--- src/rtl/picorv32_pkg.sv ---
// Shared types for the PicoRV32 Wishbone fabric: bus beat structs, bridge FSM states, defaults.
package picorv32_pkg;

    typedef struct packed {
        logic [31:0] a_adr;
        logic [31:0] a_dat;
        logic [3:0]  a_sel;
        logic        a_we;
        logic        a_cyc;
        logic        a_stb;
    } wb_h2d_t;

    typedef struct packed {
        logic [31:0] d_dat;
        logic        d_ack;
        logic        d_err;
    } wb_d2h_t;

    typedef enum logic [1:0] {
        BR_IDLE,
        BR_BUS,
        BR_RESP
    } wb_br_state_e;

    localparam int unsigned WB_TIMEOUT_DEFAULT   = 64;
    localparam logic [31:0] WB_ERR_RDATA_DEFAULT = 32'hDEAD_BEEF;

    // A zero strobe marks a read, which fetches the whole word.
    function automatic logic [3:0] wb_sel_for(input logic [3:0] wstrb);
        return (wstrb == 4'h0) ? 4'hF : wstrb;
    endfunction

endpackage

--- src/rtl/picorv32_wb_bridge_if.sv ---
// Wishbone master-side link between the PicoRV32 bridge and the crossbar input.
interface picorv32_wb_bridge_if;
    import picorv32_pkg::*;

    wb_h2d_t wb_o;
    wb_d2h_t wb_i;

    modport master (output wb_o, input wb_i);
    modport slave  (input wb_o, output wb_i);

endinterface

--- src/rtl/picorv32_wb_bridge.sv ---
// PicoRV32 native memory port to single-beat classic Wishbone master, with a bounded
// wait per access so unmapped or silent targets complete with an error instead of stalling.
module picorv32_wb_bridge
    import picorv32_pkg::*;
#(
    parameter int unsigned TIMEOUT_CYCLES = WB_TIMEOUT_DEFAULT,
    parameter logic [31:0] ERR_RDATA      = WB_ERR_RDATA_DEFAULT
) (
    input  logic                        clk_i,
    input  logic                        rst_i,
    input  logic                        mem_valid_i,
    input  logic [31:0]                 mem_addr_i,
    input  logic [31:0]                 mem_wdata_i,
    input  logic [3:0]                  mem_wstrb_i,
    output logic                        mem_ready_o,
    output logic [31:0]                 mem_rdata_o,
    picorv32_wb_bridge_if.master        wb,
    output logic                        bus_err_o,
    output logic [31:0]                 err_addr_o,
    input  logic                        err_clr_i
);

    localparam int unsigned     CNT_W    = $clog2(TIMEOUT_CYCLES + 1);
    localparam logic [CNT_W-1:0] CNT_LAST = CNT_W'(TIMEOUT_CYCLES - 1);
    localparam logic [CNT_W-1:0] CNT_MAX  = '1;

    wb_br_state_e     r_state;
    wb_h2d_t          r_wb;
    logic             r_ready;
    logic [31:0]      r_rdata;
    logic             r_bus_err;
    logic [31:0]      r_err_addr;
    logic [CNT_W-1:0] r_count;
    logic [31:0]      r_addr;
    logic             r_is_write;

    logic             w_ack;
    logic             w_fail;

    // An ack arriving on the last allowed cycle still counts as success; d_err always wins.
    assign w_ack  = wb.wb_i.d_ack;
    assign w_fail = wb.wb_i.d_err | (~wb.wb_i.d_ack & (r_count == CNT_LAST));

    assign wb.wb_o     = r_wb;
    assign mem_ready_o = r_ready;
    assign mem_rdata_o = r_rdata;
    assign bus_err_o   = r_bus_err;
    assign err_addr_o  = r_err_addr;

    always_ff @(posedge clk_i or posedge rst_i) begin
        if (rst_i) begin
            r_state    <= BR_IDLE;
            r_wb       <= '0;
            r_ready    <= 1'b0;
            r_rdata    <= '0;
            r_bus_err  <= 1'b0;
            r_err_addr <= '0;
            r_count    <= '0;
            r_addr     <= '0;
            r_is_write <= 1'b0;
        end else begin
            r_ready <= 1'b0;
            if (err_clr_i) begin
                r_bus_err  <= 1'b0;
                r_err_addr <= '0;
            end

            case (r_state)
                BR_IDLE: begin
                    if (mem_valid_i) begin
                        r_addr     <= mem_addr_i;
                        r_is_write <= |mem_wstrb_i;
                        r_wb.a_adr <= mem_addr_i & ~32'h3;
                        r_wb.a_dat <= mem_wdata_i;
                        r_wb.a_sel <= wb_sel_for(mem_wstrb_i);
                        r_wb.a_we  <= |mem_wstrb_i;
                        r_wb.a_cyc <= 1'b1;
                        r_wb.a_stb <= 1'b1;
                        r_count    <= '0;
                        r_state    <= BR_BUS;
                    end
                end

                BR_BUS: begin
                    if (r_count != CNT_MAX) begin
                        r_count <= r_count + CNT_W'(1);
                    end
                    if (w_fail || w_ack) begin
                        r_wb.a_cyc <= 1'b0;
                        r_wb.a_stb <= 1'b0;
                        r_wb.a_we  <= 1'b0;
                        r_ready    <= 1'b1;
                        r_state    <= BR_RESP;
                    end
                    // The error capture overrides a same-cycle clear from above.
                    if (w_fail) begin
                        r_rdata   <= ERR_RDATA;
                        r_bus_err <= 1'b1;
                        if (!r_bus_err || err_clr_i) begin
                            r_err_addr <= r_addr;
                        end
                    end else if (w_ack) begin
                        r_rdata <= r_is_write ? 32'h0 : wb.wb_i.d_dat;
                    end
                end

                BR_RESP: begin
                    r_state <= BR_IDLE;
                end

                default: begin
                    r_state <= BR_IDLE;
                end
            endcase
        end
    end

endmodule
--- src/flat_wrapper.sv ---
// flat-port wrapper written by rule: the top's interface ports become plain ports
module picorv32_wb_bridge_flat import picorv32_pkg::*;
#(
    parameter int unsigned TIMEOUT_CYCLES = WB_TIMEOUT_DEFAULT,
    parameter logic [31:0] ERR_RDATA      = WB_ERR_RDATA_DEFAULT
)
  (clk_i, rst_i, mem_valid_i, mem_addr_i, mem_wdata_i, mem_wstrb_i, mem_ready_o, mem_rdata_o, bus_err_o, err_addr_o, err_clr_i, wb_wb_o, wb_wb_i);
  picorv32_wb_bridge_if wb_i ();
  input  logic clk_i;
  input  logic rst_i;
  input  logic mem_valid_i;
  input  logic [31:0] mem_addr_i;
  input  logic [31:0] mem_wdata_i;
  input  logic [3:0] mem_wstrb_i;
  output logic mem_ready_o;
  output logic [31:0] mem_rdata_o;
  output logic bus_err_o;
  output logic [31:0] err_addr_o;
  input  logic err_clr_i;
  output wire logic [$bits(wb_i.wb_o)-1:0] wb_wb_o;
  input wire logic [$bits(wb_i.wb_i)-1:0] wb_wb_i;
  assign wb_wb_o = wb_i.wb_o;
  assign wb_i.wb_i = wb_wb_i;
  picorv32_wb_bridge #(.TIMEOUT_CYCLES(TIMEOUT_CYCLES), .ERR_RDATA(ERR_RDATA)) u_core (.clk_i(clk_i), .rst_i(rst_i), .mem_valid_i(mem_valid_i), .mem_addr_i(mem_addr_i), .mem_wdata_i(mem_wdata_i), .mem_wstrb_i(mem_wstrb_i), .mem_ready_o(mem_ready_o), .mem_rdata_o(mem_rdata_o), .wb(wb_i), .bus_err_o(bus_err_o), .err_addr_o(err_addr_o), .err_clr_i(err_clr_i));
endmodule
--- config.mk ---
export PLATFORM = sky130hd
export DESIGN_NAME = picorv32_wb_bridge_flat
export DESIGN_NICKNAME = d
export VERILOG_FILES = /design/src/rtl/picorv32_pkg.sv /design/src/rtl/picorv32_wb_bridge_if.sv /design/src/rtl/picorv32_wb_bridge.sv /design/src/flat_wrapper.sv
export SDC_FILE = /design/constraint.sdc
export NUM_CORES = 1
export LEC_CHECK = 0
export BUFFER_PORTS_ARGS = -buffer_cell sky130_fd_sc_hd__buf_4
export CAP_MARGIN = 20
export CORE_ASPECT_RATIO = 1.5
export CORE_UTILIZATION = 30
export DETAILED_ROUTE_END_ITERATION = 10
export GPL_ROUTABILITY_DRIVEN = 0
export PLACE_DENSITY = 0.68
export SLEW_MARGIN = 10
export SYNTH_ARGS = -nofsm -noshare
export SYNTH_HDL_FRONTEND = slang
export SYNTH_SLANG_ARGS = --single-unit
--- constraint.sdc ---
create_clock -name clk_i -period 4.9 [get_ports clk_i]
set_clock_uncertainty 0.2 [all_clocks]
set_input_delay 0.98 -clock clk_i [delete_from_list [all_inputs] [get_ports clk_i]]
set_output_delay 0.98 -clock clk_i [all_outputs]
set_load 0.1 [all_outputs]
# Yosys cells after proc, flatten, opt, wreduce, memory -nomap -nowiden

Cells that the tools add are included.

Add/sub/neg operators: 1
Equal/unequal tests: 6
Mux-type cells: 22
Bitwise gates (word level): 3
Reductions and logical operators: 13

Operator list:

| operator                                      | number |
|---|---|
| two-way mux 32 bit                            | 7 |
| two-way mux 7 bit                             | 2 |
| case mux 7 bit (2 select lines)               | 1 |
| adder 7 x 1 -> 7 bit, second input constant   | 1 |
| == test 7 x 6 -> 1 bit, second input constant | 1 |
| != test 7 bit, second input constant          | 1 |
| two-way mux 3 bit                             | 2 |
| case mux 3 bit (2 select lines)               | 1 |
| AND reduction 2 bit                           | 3 |
| AND reduction 3 bit                           | 2 |
| two-way mux 1 bit                             | 5 |
| logical NOT 4 bit                             | 1 |
| two-way mux 2 bit                             | 2 |
| two-way mux 4 bit                             | 1 |
| != test 2 x 1 -> 1 bit, second input constant | 2 |
| case mux 2 bit (2 select lines)               | 1 |
| nonzero test 2 bit                            | 2 |
| OR reduction 4 bit                            | 1 |
| == test 2 x 1 -> 1 bit, second input constant | 1 |
| logical NOT 2 bit                             | 1 |
| logical OR 1 bit                              | 2 |
| != test 2 bit, second input constant          | 1 |
| AND 1 bit                                     | 1 |
| logical NOT 1 bit                             | 1 |
| other kinds (2)                               | 2 |

Bits in registers: 177
Input port bits: 106
Output and inout bits: 137
Word-level logic and storage cells: 59

# Logic depth before layout (Yosys ltp)

Word-level depth: 6
Gate-level depth with buffers: 7
Depth with buffers taken out: 6

# Worst setup path after synthesis

OpenSTA, ideal clock, no wires.

Path kind: reg2out
Start point: reg u_core.wb.wb_o[0] (netlist name)
End point: out wb_wb_o[1]
Data arrival time: 1.340 ns
Required time: 3.720 ns
Slack: 2.380 ns
Stages on the path, launching flop included: 2
Buffers on the path: 1
Cells stage by stage: dfrtp_1 -> buf_4

RTL lines:

| element       | line               | source |
|---|---|---|
| end, declared | flat_wrapper.sv:20 | `output wire logic [$bits(wb_i.wb_o)-1:0] wb_wb_o;` |

# Worst setup path in the final report

Start point: reg u_core.r_bus_err (netlist: u_core.bus_err_o)
End point: out bus_err_o

RTL lines:

| element                | line                     | source |
|---|---|---|
| start, declared        | picorv32_wb_bridge.sv:31 | `logic r_bus_err;` |
| start signal, assigned | picorv32_wb_bridge.sv:56 | `r_bus_err <= 1'b0;` |
| start signal, assigned | picorv32_wb_bridge.sv:64 | `r_bus_err <= 1'b0;` |
| start signal, assigned | picorv32_wb_bridge.sv:98 | `r_bus_err <= 1'b1;` |
| end, declared          | flat_wrapper.sv:17       | `output logic bus_err_o;` |

No word-level cell between the ends.

==> metrics.md <==
| Metric | Value |
|---|---|
| Outcome | `completed` |
| Clock Latency Late Sink | `0.42 ns` |
| Reg clk slew, reported paths | `0.06 ns` |
| Crit path largest cell delay | `0.40 ns` |
| Final ANT Viol Nets | `0` |
| Reg2reg setup slack | `2.76 ns` |
| Root buffer cell | `clkbuf_16` |
| R2r startpoint | `u_core.r_count[0]$_DFFE_PP0P_` |
| Mux share of post-synthesis cell area | `0.170%` |
| Setup TNS Final | `0 ns` |
| Worst slew pin tran | `0.976 ns` |
| Final hold vios | `0` |
| Hold Crit Class | `register to register` |
| Synth Area in Compound Gates | `12.4%` |
| Post-Syn Area | `5890 um2` |
| Register area share after synthesis | `62.1%` |
| Slew Limit Fails | `0` |
| Period utilisation layout | `47.3%` |
| Maximum level of the CTS H-tree | `4` |
| Fin crit period | `2.32 ns` |
| Max Cap Violations | `0` |
| R2R cell count | `6` |
| Synthesized instance count | `553` |
| Crit path cell chain | `buf_4` |
| Placeable Area | `19200 um2` |
| Synth Area in Adders | `0.213%` |
| XOR/XNOR Fraction of Synth Area | `0%` |
| RSZ-0062 raised after global routing | `no` |
| Post-synth EDFFs | `0` |
| Slowest CP cell | `dfrtp_1` |
| Full die area | `20200 um2` |
| Buffers and inverters on the worst path | `1` |
| Synth Warn # | `0` |
| Async set-reset flop share out of synthesis | `100%` |
| Count of cell types in the netlist | `33` |
| CP Launch Type | `register` |
| Hpwl dp | `10.4 mm` |
| Critical path's top delay family | `flip-flops` |
| PostCTS Resize Cnt | `0` |
| Share of layout cells above drive strength 1 | `37.4%` |
| Gr ovfl total | `0` |
| Nets@finish | `864` |
| Max FO, Critical Path | `4` |
| Num ports | `243` |
| Main combinational cell family by area after synthesis | `simple AND/OR/NAND/NOR gates` |
| Via Count | `4564` |
| Top FF cell, synth | `dfrtp_1` |
| Largest net degree at the start of global routing | `147` |
| Synthesized flop and latch total | `146` |
| CP endpoint kind | `output pin` |
| CTS Buf Count | `17` |
| FP Rows | `62` |
| DRC | `0` |
| Global-route wire length before repair | `24.2 mm` |
| Post-DR wirelength/cell | `15.0 um` |
| # port buffers | `240` |
| Vias in the first global route | `4603` |
| Detailed Route Iter0 Violations | `187` |
| Mapped Avg Cell Area | `10.6 um2` |
| N_diodes | `0` |
| CTS tree | `done` |
| Critical path class | `register to output pin` |
| Total Wirelength | `15.4 mm` |
| Clk sinks | `146` |
| Initial antenna violation count | `0` |
| FILL cells | `1885` |
| WP data required | `3.72 ns` |
| Simple-gate share of the synthesized area | `18.1%` |
| CP Depth | `1` |
| Worst rel slew slack | `34.1%` |
| Worst Setup EP | `bus_err_o` |
| Post-CTS Setup Inserts | `0` |
| GR Util All Layers | `16.0%` |
| Fmax | `0.431 GHz` |
| Die Span Y | `174 um` |
| Die width | `116 um` |
| Commonest non-fill, non-tap cells in the layout | `245 x buf_4, 202 x nand2_1, 146 x dfrtp_1, 39 x a22o_1, 26 x nand2b_1` |
| Critical Path AT | `1.14 ns` |
| Clock Tree Buf Depth | `2` |
| Drt via density | `4.45` |
| Area growth from synthesis to layout | `40.4%` |
| Starting density of the core | `30.7%` |
| Worst r2r dst | `u_core.mem_rdata_o[9]$_DFFE_PP0P_` |
| Finish-stage setup viols | `0` |
| DR pass1 iterations | `4` |
| Setup crit start | `u_core.bus_err_o$_DFF_PP0_` |
| CTS hold repair buffers | `0` |
| Commonest non-fill, non-tap cell in the layout | `buf_4` |
==> logic make-up after synthesis <==
| family | after synthesis |
|---|---|
| adder cells (fa/ha/maj) | 1 |
| AO/OA/AOI/OAI | 83 |
| buffers and inverters | 66 |
| multiplexers | 1 |
| AND/OR/NAND/NOR | 255 |
| other | 1 |
| flip-flops | 146 |
==> registers in the layout, indices dropped and copies added (netlist names) <==
name,cells
u_core.mem_ready_o,1
u_core.wb.wb_o,39
u_core.bus_err_o,1
u_core.r_state,2
u_core.r_is_write,1
u_core.mem_rdata_o,32
u_core.r_addr,31
u_core.r_count,7
u_core.err_addr_o,32
==> metrics by stage <==
stage                     instances  setup WS, ns  area (um2)  utilization (%)  hold WS [ns]
after global placement          994          2.33        7690             40.1         0.258
final                          1026          2.58        8260             43.1         0.275
after global routing           1026          2.51        8260             43.1         0.302
after floorplan                 554          1.89        5890                -         0.247
after detailed placement        994          2.29        7690             40.1         0.263
after CTS                      1026          2.55        8260             43.1         0.279
==> cells in the mapped netlist (all sizes together) (3+ instances only) <==
master,instances,share of area [%]
inv,3,0.19
nor3,4,0.34
nor2,10,0.64
dfrtp,146,62
nand3,6,0.51
a21oi,3,0.26
nand2b,26,2.8
o22a,4,0.60
nand2,204,13
buf,43,5.5
a2bb2oi,24,3.6
a22o,39,5.8
o21ai,6,0.51
clkbuf,19,1.2
==> routing by layer <==
metal	part of all wire (%)	vias up	track usage (%)	wire [um]
met3	4.7	36	4.13	717
li1	-	2196	-	-
met4	3.7	0	8.76	564
met5	0	-	0	0
met1	39	2177	17.9	6040
met2	52	155	27.2	8040
==> worst min-delay path by stage <==
stage / from / to / cells past startpoint
after CTS: u_core.wb.wb_o[26]$_DFFE_PP0P_ / u_core.wb.wb_o[26]$_DFFE_PP0P_ / 2
after floorplan: u_core.r_addr[0]$_DFFE_PP0P_ / u_core.r_addr[0]$_DFFE_PP0P_ / 2
after global placement: u_core.wb.wb_o[15]$_DFFE_PP0P_ / u_core.wb.wb_o[15]$_DFFE_PP0P_ / 2
after global routing: u_core.wb.wb_o[22]$_DFFE_PP0P_ / u_core.wb.wb_o[22]$_DFFE_PP0P_ / 2
final: u_core.wb.wb_o[14]$_DFFE_PP0P_ / u_core.wb.wb_o[14]$_DFFE_PP0P_ / 2
after detailed placement: u_core.wb.wb_o[24]$_DFFE_PP0P_ / u_core.wb.wb_o[24]$_DFFE_PP0P_ / 2
==> area by class of cell <==
type | instances | area [um2] | area share, %
clock buffer | 19 | 443 | 5.36
timing repair buffer | 246 | 1860 | 22.5
multi-input combinational | 342 | 1830 | 22.2
sequential | 146 | 3650 | 44.2
clock inverter | 13 | 134 | 1.62
tap | 256 | 320 | 3.88
inverter | 4 | 20.0 | 0.242
Power is left out: the tool's default activity adds up to more than one toggle a clock period on the data nets, which glitch-free logic cannot reach.
